## config.mk

```make
export PLATFORM = sky130hd
export DESIGN_NAME = mult_iter
export DESIGN_NICKNAME = d
export VERILOG_FILES = /design/src/rtl/mult_pkg.sv /design/src/rtl/mult_pp_step.sv /design/src/rtl/mult_iter.sv
export SDC_FILE = /design/constraint.sdc
export NUM_CORES = 1
export LEC_CHECK = 0
export ABC_CLOCK_PERIOD_IN_PS = 5800
export CAP_MARGIN = 20
export CORE_ASPECT_RATIO = 0.7
export CORE_MARGIN = 2
export CORE_UTILIZATION = 59
export DETAILED_ROUTE_END_ITERATION = 8
export GPL_ROUTABILITY_DRIVEN = 0
export PLACE_DENSITY = 0.81
export SETUP_SLACK_MARGIN = 0.05
export SYNTH_ARGS = -nofsm -noshare
export SYNTH_HDL_FRONTEND = slang
export SYNTH_SLANG_ARGS = --single-unit
```

## constraint.sdc

```tcl
create_clock -name clk -period 5.8 [get_ports clk]
set_clock_uncertainty 0.05 [all_clocks]
set_input_delay 1.16 -clock clk [delete_from_list [all_inputs] [get_ports clk]]
set_output_delay 1.16 -clock clk [all_outputs]
set_load 0.05 [all_outputs]
```

## src/rtl/mult_pkg.sv

```systemverilog
// Shared types and sizing helpers for the iterative multiplier.
package mult_pkg;

    typedef enum logic [1:0] {
        IDLE = 2'd0,
        RUN  = 2'd1,
        DONE = 2'd2
    } state_t;

    // Number of RUN cycles needed to retire all multiplier bits.
    function automatic int unsigned mult_lat(input int unsigned width, input int unsigned step);
        return width / step;
    endfunction

    // Width of the iteration counter, wide enough to hold LAT.
    function automatic int unsigned mult_cnt_w(input int unsigned width, input int unsigned step);
        return $clog2(mult_lat(width, step) + 1);
    endfunction

endpackage

```

## src/rtl/mult_pp_step.sv

```systemverilog
// Combinational partial product: mcand times one STEP-bit multiplier digit.
// With MULT_ITER_SIGNED_EN defined, the digit flagged by `last` carries
// negative weight on its top bit (two's-complement multiplier).
module mult_pp_step
    import mult_pkg::*;
#(
    parameter int unsigned WIDTH = 32,
    parameter int unsigned STEP  = 2
) (
    input  logic [2*WIDTH-1:0] mcand,
    input  logic [STEP-1:0]    digit,
    input  logic               last,
    output logic [2*WIDTH-1:0] pp
);

`ifndef MULT_ITER_SIGNED_EN
    logic unused_last;
    assign unused_last = last;
`endif

    // Unsigned digit product; in signed mode a negative final digit is
    // corrected by subtracting mcand * 2^STEP (modulo 2^(2*WIDTH)).
    always_comb begin
        pp = mcand * (2*WIDTH)'(digit);
`ifdef MULT_ITER_SIGNED_EN
        if (last && digit[STEP-1]) begin
            pp = pp - (mcand << STEP);
        end
`endif
    end

endmodule

```

## src/rtl/mult_iter.sv

```systemverilog
// Iterative multiplier retiring STEP multiplier bits per cycle.
// Optional feature: MULT_ITER_SIGNED_EN selects two's-complement operands.
module mult_iter
    import mult_pkg::*;
#(
    parameter int unsigned WIDTH = 32,
    parameter int unsigned STEP  = 2
) (
    input  logic               clk,
    input  logic               reset_n,
    input  logic               go,
    input  logic [WIDTH-1:0]   left,
    input  logic [WIDTH-1:0]   right,
    output logic [2*WIDTH-1:0] out,
    output logic               done,
    output logic               busy
);

    localparam int unsigned LAT = mult_lat(WIDTH, STEP);
    localparam int unsigned CW  = mult_cnt_w(WIDTH, STEP);

    if (WIDTH < 2 || (STEP != 1 && STEP != 2 && STEP != 4 && STEP != 8) ||
        (WIDTH % STEP) != 0) begin : g_param_err
        $error("mult_iter: illegal WIDTH/STEP combination");
    end

    state_t             state;
    logic [2*WIDTH-1:0] mcand;
    logic [WIDTH-1:0]   mplier;
    logic [2*WIDTH-1:0] acc;
    logic [CW-1:0]      cnt;
    logic [2*WIDTH-1:0] pp;
    logic               last;
    logic [2*WIDTH-1:0] acc_next;

    // mcand is pre-shifted left by STEP every cycle, so the product already
    // carries the count*STEP weight without a variable shifter.
    assign last     = (cnt == CW'(LAT - 1));
    assign acc_next = acc + pp;

    mult_pp_step #(
        .WIDTH(WIDTH),
        .STEP (STEP)
    ) u_pp (
        .mcand(mcand),
        .digit(mplier[STEP-1:0]),
        .last (last),
        .pp   (pp)
    );

    // FSM with operand shift registers, accumulator and registered outputs.
    always_ff @(posedge clk or negedge reset_n) begin
        if (!reset_n) begin
            state  <= IDLE;
            mcand  <= '0;
            mplier <= '0;
            acc    <= '0;
            cnt    <= '0;
            out    <= '0;
            done   <= 1'b0;
            busy   <= 1'b0;
        end else begin
            unique case (state)
                IDLE, DONE: begin
                    done <= 1'b0;
                    if (go) begin
`ifdef MULT_ITER_SIGNED_EN
                        mcand <= {{WIDTH{left[WIDTH-1]}}, left};
`else
                        mcand <= {{WIDTH{1'b0}}, left};
`endif
                        mplier <= right;
                        acc    <= '0;
                        cnt    <= '0;
                        busy   <= 1'b1;
                        state  <= RUN;
                    end else begin
                        state <= IDLE;
                    end
                end
                RUN: begin
                    acc    <= acc_next;
                    mcand  <= mcand << STEP;
                    mplier <= mplier >> STEP;
                    cnt    <= cnt + CW'(1);
                    if (last) begin
                        out   <= acc_next;
                        done  <= 1'b1;
                        busy  <= 1'b0;
                        state <= DONE;
                    end
                end
                default: begin
                    done  <= 1'b0;
                    busy  <= 1'b0;
                    state <= IDLE;
                end
            endcase
        end
    end

endmodule

```

==> results of run 1 <==
## worst register-to-register path: stages (launching register included)
cell and delay [ns]:
dfrtp_2 0.94, nand2_1 0.21, fa_1 0.55, inv_1 0.04, ha_1 0.35, a21oi_1 0.28
o21ai_0 0.20, a2111oi_0 0.69, nand2_1 0.18, a32oi_1 0.30, a21oi_1 0.19, o21ai_0 0.37
nor3_1 0.09, a21oi_1 0.22, a32o_1 0.20
## worst min-delay path by stage
stage / from / to / slack, ns / cells after the start
3_5_place_dp: mplier[14]$_DFFE_PN0P_ / mplier[14]$_DFFE_PN0P_ / 0.41 / 2
2_1_floorplan: mplier[10]$_DFFE_PN0P_ / mplier[10]$_DFFE_PN0P_ / 0.40 / 2
3_3_place_gp: mplier[22]$_DFFE_PN0P_ / mplier[22]$_DFFE_PN0P_ / 0.41 / 2
6_report: mplier[22]$_DFFE_PN0P_ / mplier[22]$_DFFE_PN0P_ / 0.43 / 2
4_1_cts: mplier[22]$_DFFE_PN0P_ / mplier[22]$_DFFE_PN0P_ / 0.43 / 2
5_1_grt: mplier[26]$_DFFE_PN0P_ / mplier[26]$_DFFE_PN0P_ / 0.45 / 2
## registers in the layout, summed over array words and instances (netlist names)
signal and flops:
busy 1, acc 64, cnt 5, state 2, mcand 64, out 64
mplier 32
## metal layers
metal	vias to the layer above	wire length [microns]	GRT usage (%)
met3	61	3670	7.24
met1	5995	17600	44.9
met2	520	15800	42.5
met4	0	792	7.42
li1	5717	-	-
met5	-	0	0
## per-stage QoR
step                cell area, sq um  hold slack (ns)  utilization [%]  std cells  setup slack, ns
detailed placement             16300            0.413             66.1       2032            0.955
global placement               16300            0.409             66.1       2032             1.19
floorplan                      14800            0.396                -       1661             1.76
global route                   17200            0.450             69.7       2076            0.491
CTS                            17200            0.432             69.7       2076            0.940
finish                         17200            0.428             69.7       2076            0.875
## layout make-up
type,count,area (sq um)
multi-input combinational,1150,7950
clock inverter,16,256
sequential,232,5810
inverter,182,683
clock buffer,28,646
tap,325,407
fill,1903,7450
timing repair buffer,143,1420
## kinds of logic (layout without fill, tap and decap cells)
family,Yosys count,count (layout),synth area share [%]
compound gates,423,423,19.4
xor+xnor,63,63,3.73
fa+ha+maj,128,128,14.0
buf+inv,279,369,7.22
flops,232,232,39.2
mux,22,22,1.67
simple gates,514,514,14.7
## cells in the mapped netlist, types with 2 or more instances
cell / n
a2111oi_0: 2
a211o_1: 2
a211oi_1: 5
a21boi_0: 2
a21boi_1: 2
a21o_1: 34
a21oi_1: 71
a21oi_2: 4
a221oi_1: 3
a22o_1: 65
a22oi_1: 60
a31o_2: 2
a31oi_1: 12
and2_1: 18
and3_1: 6
buf_2: 15
clkbuf_1: 79
clkbuf_2: 2
dfrtp_1: 232
fa_1: 63
ha_1: 65
inv_1: 181
mux2_2: 21
nand2_1: 370
nand2b_1: 8
nand3_1: 12
nand4_1: 27
nor2_1: 39
nor2b_1: 6
nor3_1: 11
o211ai_1: 3
o21a_1: 2
o21ai_0: 109
o21ai_1: 7
o21bai_1: 20
o31ai_1: 3
o31ai_2: 2
o41ai_2: 2
or3_1: 10
xnor2_1: 39
xor2_1: 24
==> impl_metrics.toml, run 1 <==
[setup_path]
cp_cell_sequence = "nand2_1 -> fa_1 -> inv_1 -> ha_1 -> a21oi_1 -> o21ai_0 -> a2111oi_0 -> nand2_1 -> a32oi_1 -> a21oi_1 -> o21ai_0 -> nor3_1 -> a21oi_1 -> a32o_1"
timing.rr.end = "acc[60]$_DFFE_PN0P_"
worstPathRequired_ns = 6.23
criticalPathCategory = "flip-flop to flip-flop"
path_common_cell = "a21oi_1"
r2r-start = "mplier[1]$_DFFE_PN0P_"
setup.worst_path.end_class = "flip-flop"
r2r_slack_ns = 0.88
critPathLaunch = "mplier[1]$_DFFE_PN0P_"
path_max_fanout = 47
cp_num_cells = 14
slowest_delay_ns = 0.94
path_buf_inv = 1
arrival_ns = 5.35
endpoint = "acc[60]$_DFFE_PN0P_"
start_kind = "flip-flop"
cp_slowest_cell = "dfrtp_2"
reg2regPathDepth = 14
path_delay_family = "compound AO/OA/AOI/OAI gates"

[timing]
fin_crit_ns = 4.92
timing.final.crit_share_pct = 84.9
tns_ns = 0
drv_slew = 0
hold_viol = 0
fmax_mhz = 203
rsz0062_at_grt = "false"
tightest_slew_ns = 1.04
slew-limit-headroom_pct = 30.2
setup_violations = 0

[final_layout]
layout_commonest_cell = "nand2_1"
area_growth_pct = 16.0
drive_above_1_share_pct = 5.77
final_cell_mix = "nand2_1 (369), dfrtp_1 (230), inv_1 (181)"
diodes = 0
nets = 1928

[grt]
grt_pass1_vias = 12100
grt_pass1_wl_microns = 63000
antenna_found_initial = 0
grt_max_degree = 131
globalRouteOverflowTotal = 0
grt.total_usage_pct = 29.5

[place]
hpwlAfterDp_microns = 26900
port_buffers = 132

[clock_tree]
cts_max_path_buffers = 3
path_clk_slew_ns = 0.07
cts_tree = "built"
clock_latency_ns = 0.54
cts_resized = 0
clkSinkCount = 232
htreeDepth = 1
cts_hold_buffers = 0
cts_root_buf = "clkbuf_16"
postCtsSetupBuffers = 0
cts_buffers = 24

[routing]
drcViolationCount = 0
wl_per_cell_microns = 18.2
vias = 12300
vias_per_cell = 5.92
ant_nets = 0
drt-initial-drc-count = 1041
drt_first_pass_iters = 5
wl_microns = 37800

[synthesis]
synth_top_area_share_pct = 39.2
synthArstFlopShare_pct = 100
ys.flop_type = "dfrtp_1"
synth_fp_nets = 1856
yosys.area.top_type = "dfrtp_1"
ys_seq_elements = 232
syn_avg_cell_area_sq_um = 8.91
ys.warnings.count = 0
synthTopCellsByArea = "dfrtp_1 (39%), nand2_1 (9.4%), fa_1 (8.5%)"
synth_edf_count = 0
synth_cell_types = 62
ys_seq_area_share_pct = 39.2
netlist_area_sq_um = 14800
synthCells = 1661

[floorplanning]
io_pins = 133
chipHeight_microns = 137
start_util_pct = 60.1
rows = 48
die_area_sq_um = 26400
core_sq_um = 24600
fp.dieW_microns = 193

[hold_path]
hold_class = "flip-flop to flip-flop"

[status]
status = "finished, final reports clean"

[run]
max_cap_violations = 0
Power of run 1 is not shown: default switching activity piles up to over one toggle a cycle in this logic, so the estimate is an artifact.
==> run 2, diff against run 1 <==
Settings changed: ABC_CLOCK_PERIOD_IN_PS 5800 to 4200, CORE_UTILIZATION 59 to 53, PLACE_DENSITY 0.81 to 0.77.
Clock period 5.8 ns to 4.2 ns, I/O delays scaled along.
==> impl_metrics.toml, run 2 (same netlist as run 1, synthesis figures left out) <==
[routing]
drt-met1-wl_microns = 18300
vias_per_cell = 5.79
ant_nets = 0
met3_length_microns = 3880
drcViolationCount = 0
drt-initial-drc-count = 1099
wl_microns = 40800
drt_first_pass_iters = 6
top_layer = "met4"
wl_per_cell_microns = 18.4
vias = 12800
route.met2.wl_microns = 17600

[setup_path]
arrival_ns = 4.45
criticalPathCategory = "flip-flop to flip-flop"
path_max_fanout = 6
setup.worst_path.end_class = "flip-flop"
worstPathRequired_ns = 4.55
start_kind = "flip-flop"
cp_slowest_cell = "dfrtp_4"
reg2regPathDepth = 16
slowest_delay_ns = 0.52
cp_cell_sequence = "buf_6 -> and2_4 -> fa_1 -> ha_4 -> and4_1 -> a21o_1 -> o21ai_2 -> o311ai_4 -> a311oi_2 -> buf_4 -> nor4_4 -> buf_4 -> nor3_4 -> o41ai_4 -> xnor2_2 -> o21ai_1"
path_common_cell = "buf_4"

[clock_tree]
cts_max_path_buffers = 3
path_clk_slew_ns = 0.06
cts_tree = "built"
cts_buffers = 25
clock_latency_ns = 0.55
htreeDepth = 1
clkSinkCount = 232
cts_root_buf = "clkbuf_16"
cts_hold_buffers = 0

[timing]
fin_crit_ns = 4.10
fmax_mhz = 244
tns_ns = 0
drv_slew = 0
tightest_slew_ns = 0.929
slew-limit-headroom_pct = 38.1
holdWs_ns = 0.225
rsz0062_at_grt = "true"
worst_slack_ns = 0.0990
hold_viol = 0
timing.final.crit_share_pct = 97.6
setup_violations = 0

[floorplanning]
fp.dieW_microns = 204
io_pins = 133
rows = 51
die_area_sq_um = 29300
core_sq_um = 27600
chipHeight_microns = 144
start_util_pct = 53.6

[final_layout]
n_fill_cell = 2114
reg.largest.list = "acc x64, mcand x64, out x64"
final_cell_mix = "nand2_1 (367), dfrtp_1 (230), inv_1 (181)"
multiInputGateArea_sq_um = 8330
area_growth_pct = 23.8
layout_commonest_cell = "nand2_1"
final_core_util_pct = 66.3
drive_above_1_share_pct = 13.3
seq_area_sq_um = 5810
diodes = 0
nets = 2023

[grt]
grt.total_usage_pct = 27.6
grt_pass1_vias = 12200
grt_max_degree = 118
grt_pass1_wl_microns = 64400
globalRouteOverflowTotal = 0
antenna_found_initial = 0

[place]
hpwlAfterDp_microns = 28400
pre_cts_ws_ns = -0.149
port_buffers = 132

[status]
status = "finished, final reports clean"

[hold_path]
hold_class = "primary input to async pin"

[run]
max_cap_violations = 0
==> run 2: critical path, delay by kind of cell, from the launching register on <==
family,cells,cell delay [ns]
DFF,1,0.52
AOI/OAI and AO/OA,6,1.21
buffers and inverters,3,0.50
adders and majority gates,2,0.81
and+or+nand+nor,4,0.69
xor gates and xnor gates,1,0.20
==> run 2: through the flow <==
stage	instances	cell area [sq um]
after floorplan	1661	14800
after global placement	2154	16900
after detailed placement	2154	16900
after CTS	2206	17800
after global routing	2218	18300
final	2218	18300
==> run 2: what timing repair did <==
| action | in CTS | in global routing |
|---|---|---|
| pin swaps | 2 | 30 |
| buffers inserted | 6 | 13 |
| resized for setup | 12 | 79 |
| hold endpoints to repair | 0 | 0 |
| setup endpoints to repair | 25 | 50 |
==> run 2: cell type report <==
type                            count  share of cell area [%]
Clock inverter                     13                   0.683
Multi-Input combinational cell   1150                    45.5
Tap cell                          371                    2.53
Inverter                          182                    3.73
Timing Repair Buffer              237                    12.1
Clock buffer                       33                    3.80
Sequential cell                   232                    31.7
==> run 2: metal layers <==
layer	vias to the layer above	global-route usage (%)
met3	72	6.51
met5	-	0
met2	544	40.3
li1	5912	-
met4	0	7.15
met1	6307	41.3
==> run 2: worst paths after layout <==
| kind | startpoint | endpoint | slack, ns |
|---|---|---|---|
| max | mplier[1]$_DFFE_PN0P_ | acc[62]$_DFFE_PN0P_ | 0.1 |
| min | reset_n | mcand[14]$_DFFE_PN0P_ | 0.23 |
| max reg2reg | mplier[1]$_DFFE_PN0P_ | acc[62]$_DFFE_PN0P_ | 0.1 |
| min reg2reg | out[23]$_DFFE_PN0P_ | out[23]$_DFFE_PN0P_ | 0.43 |
| max in group asynchronous | reset_n | mcand[18]$_DFFE_PN0P_ | 2.84 |
| min in group clk | out[23]$_DFFE_PN0P_ | out[23]$_DFFE_PN0P_ | 0.43 |
Power of run 2 is left out for the same reason.
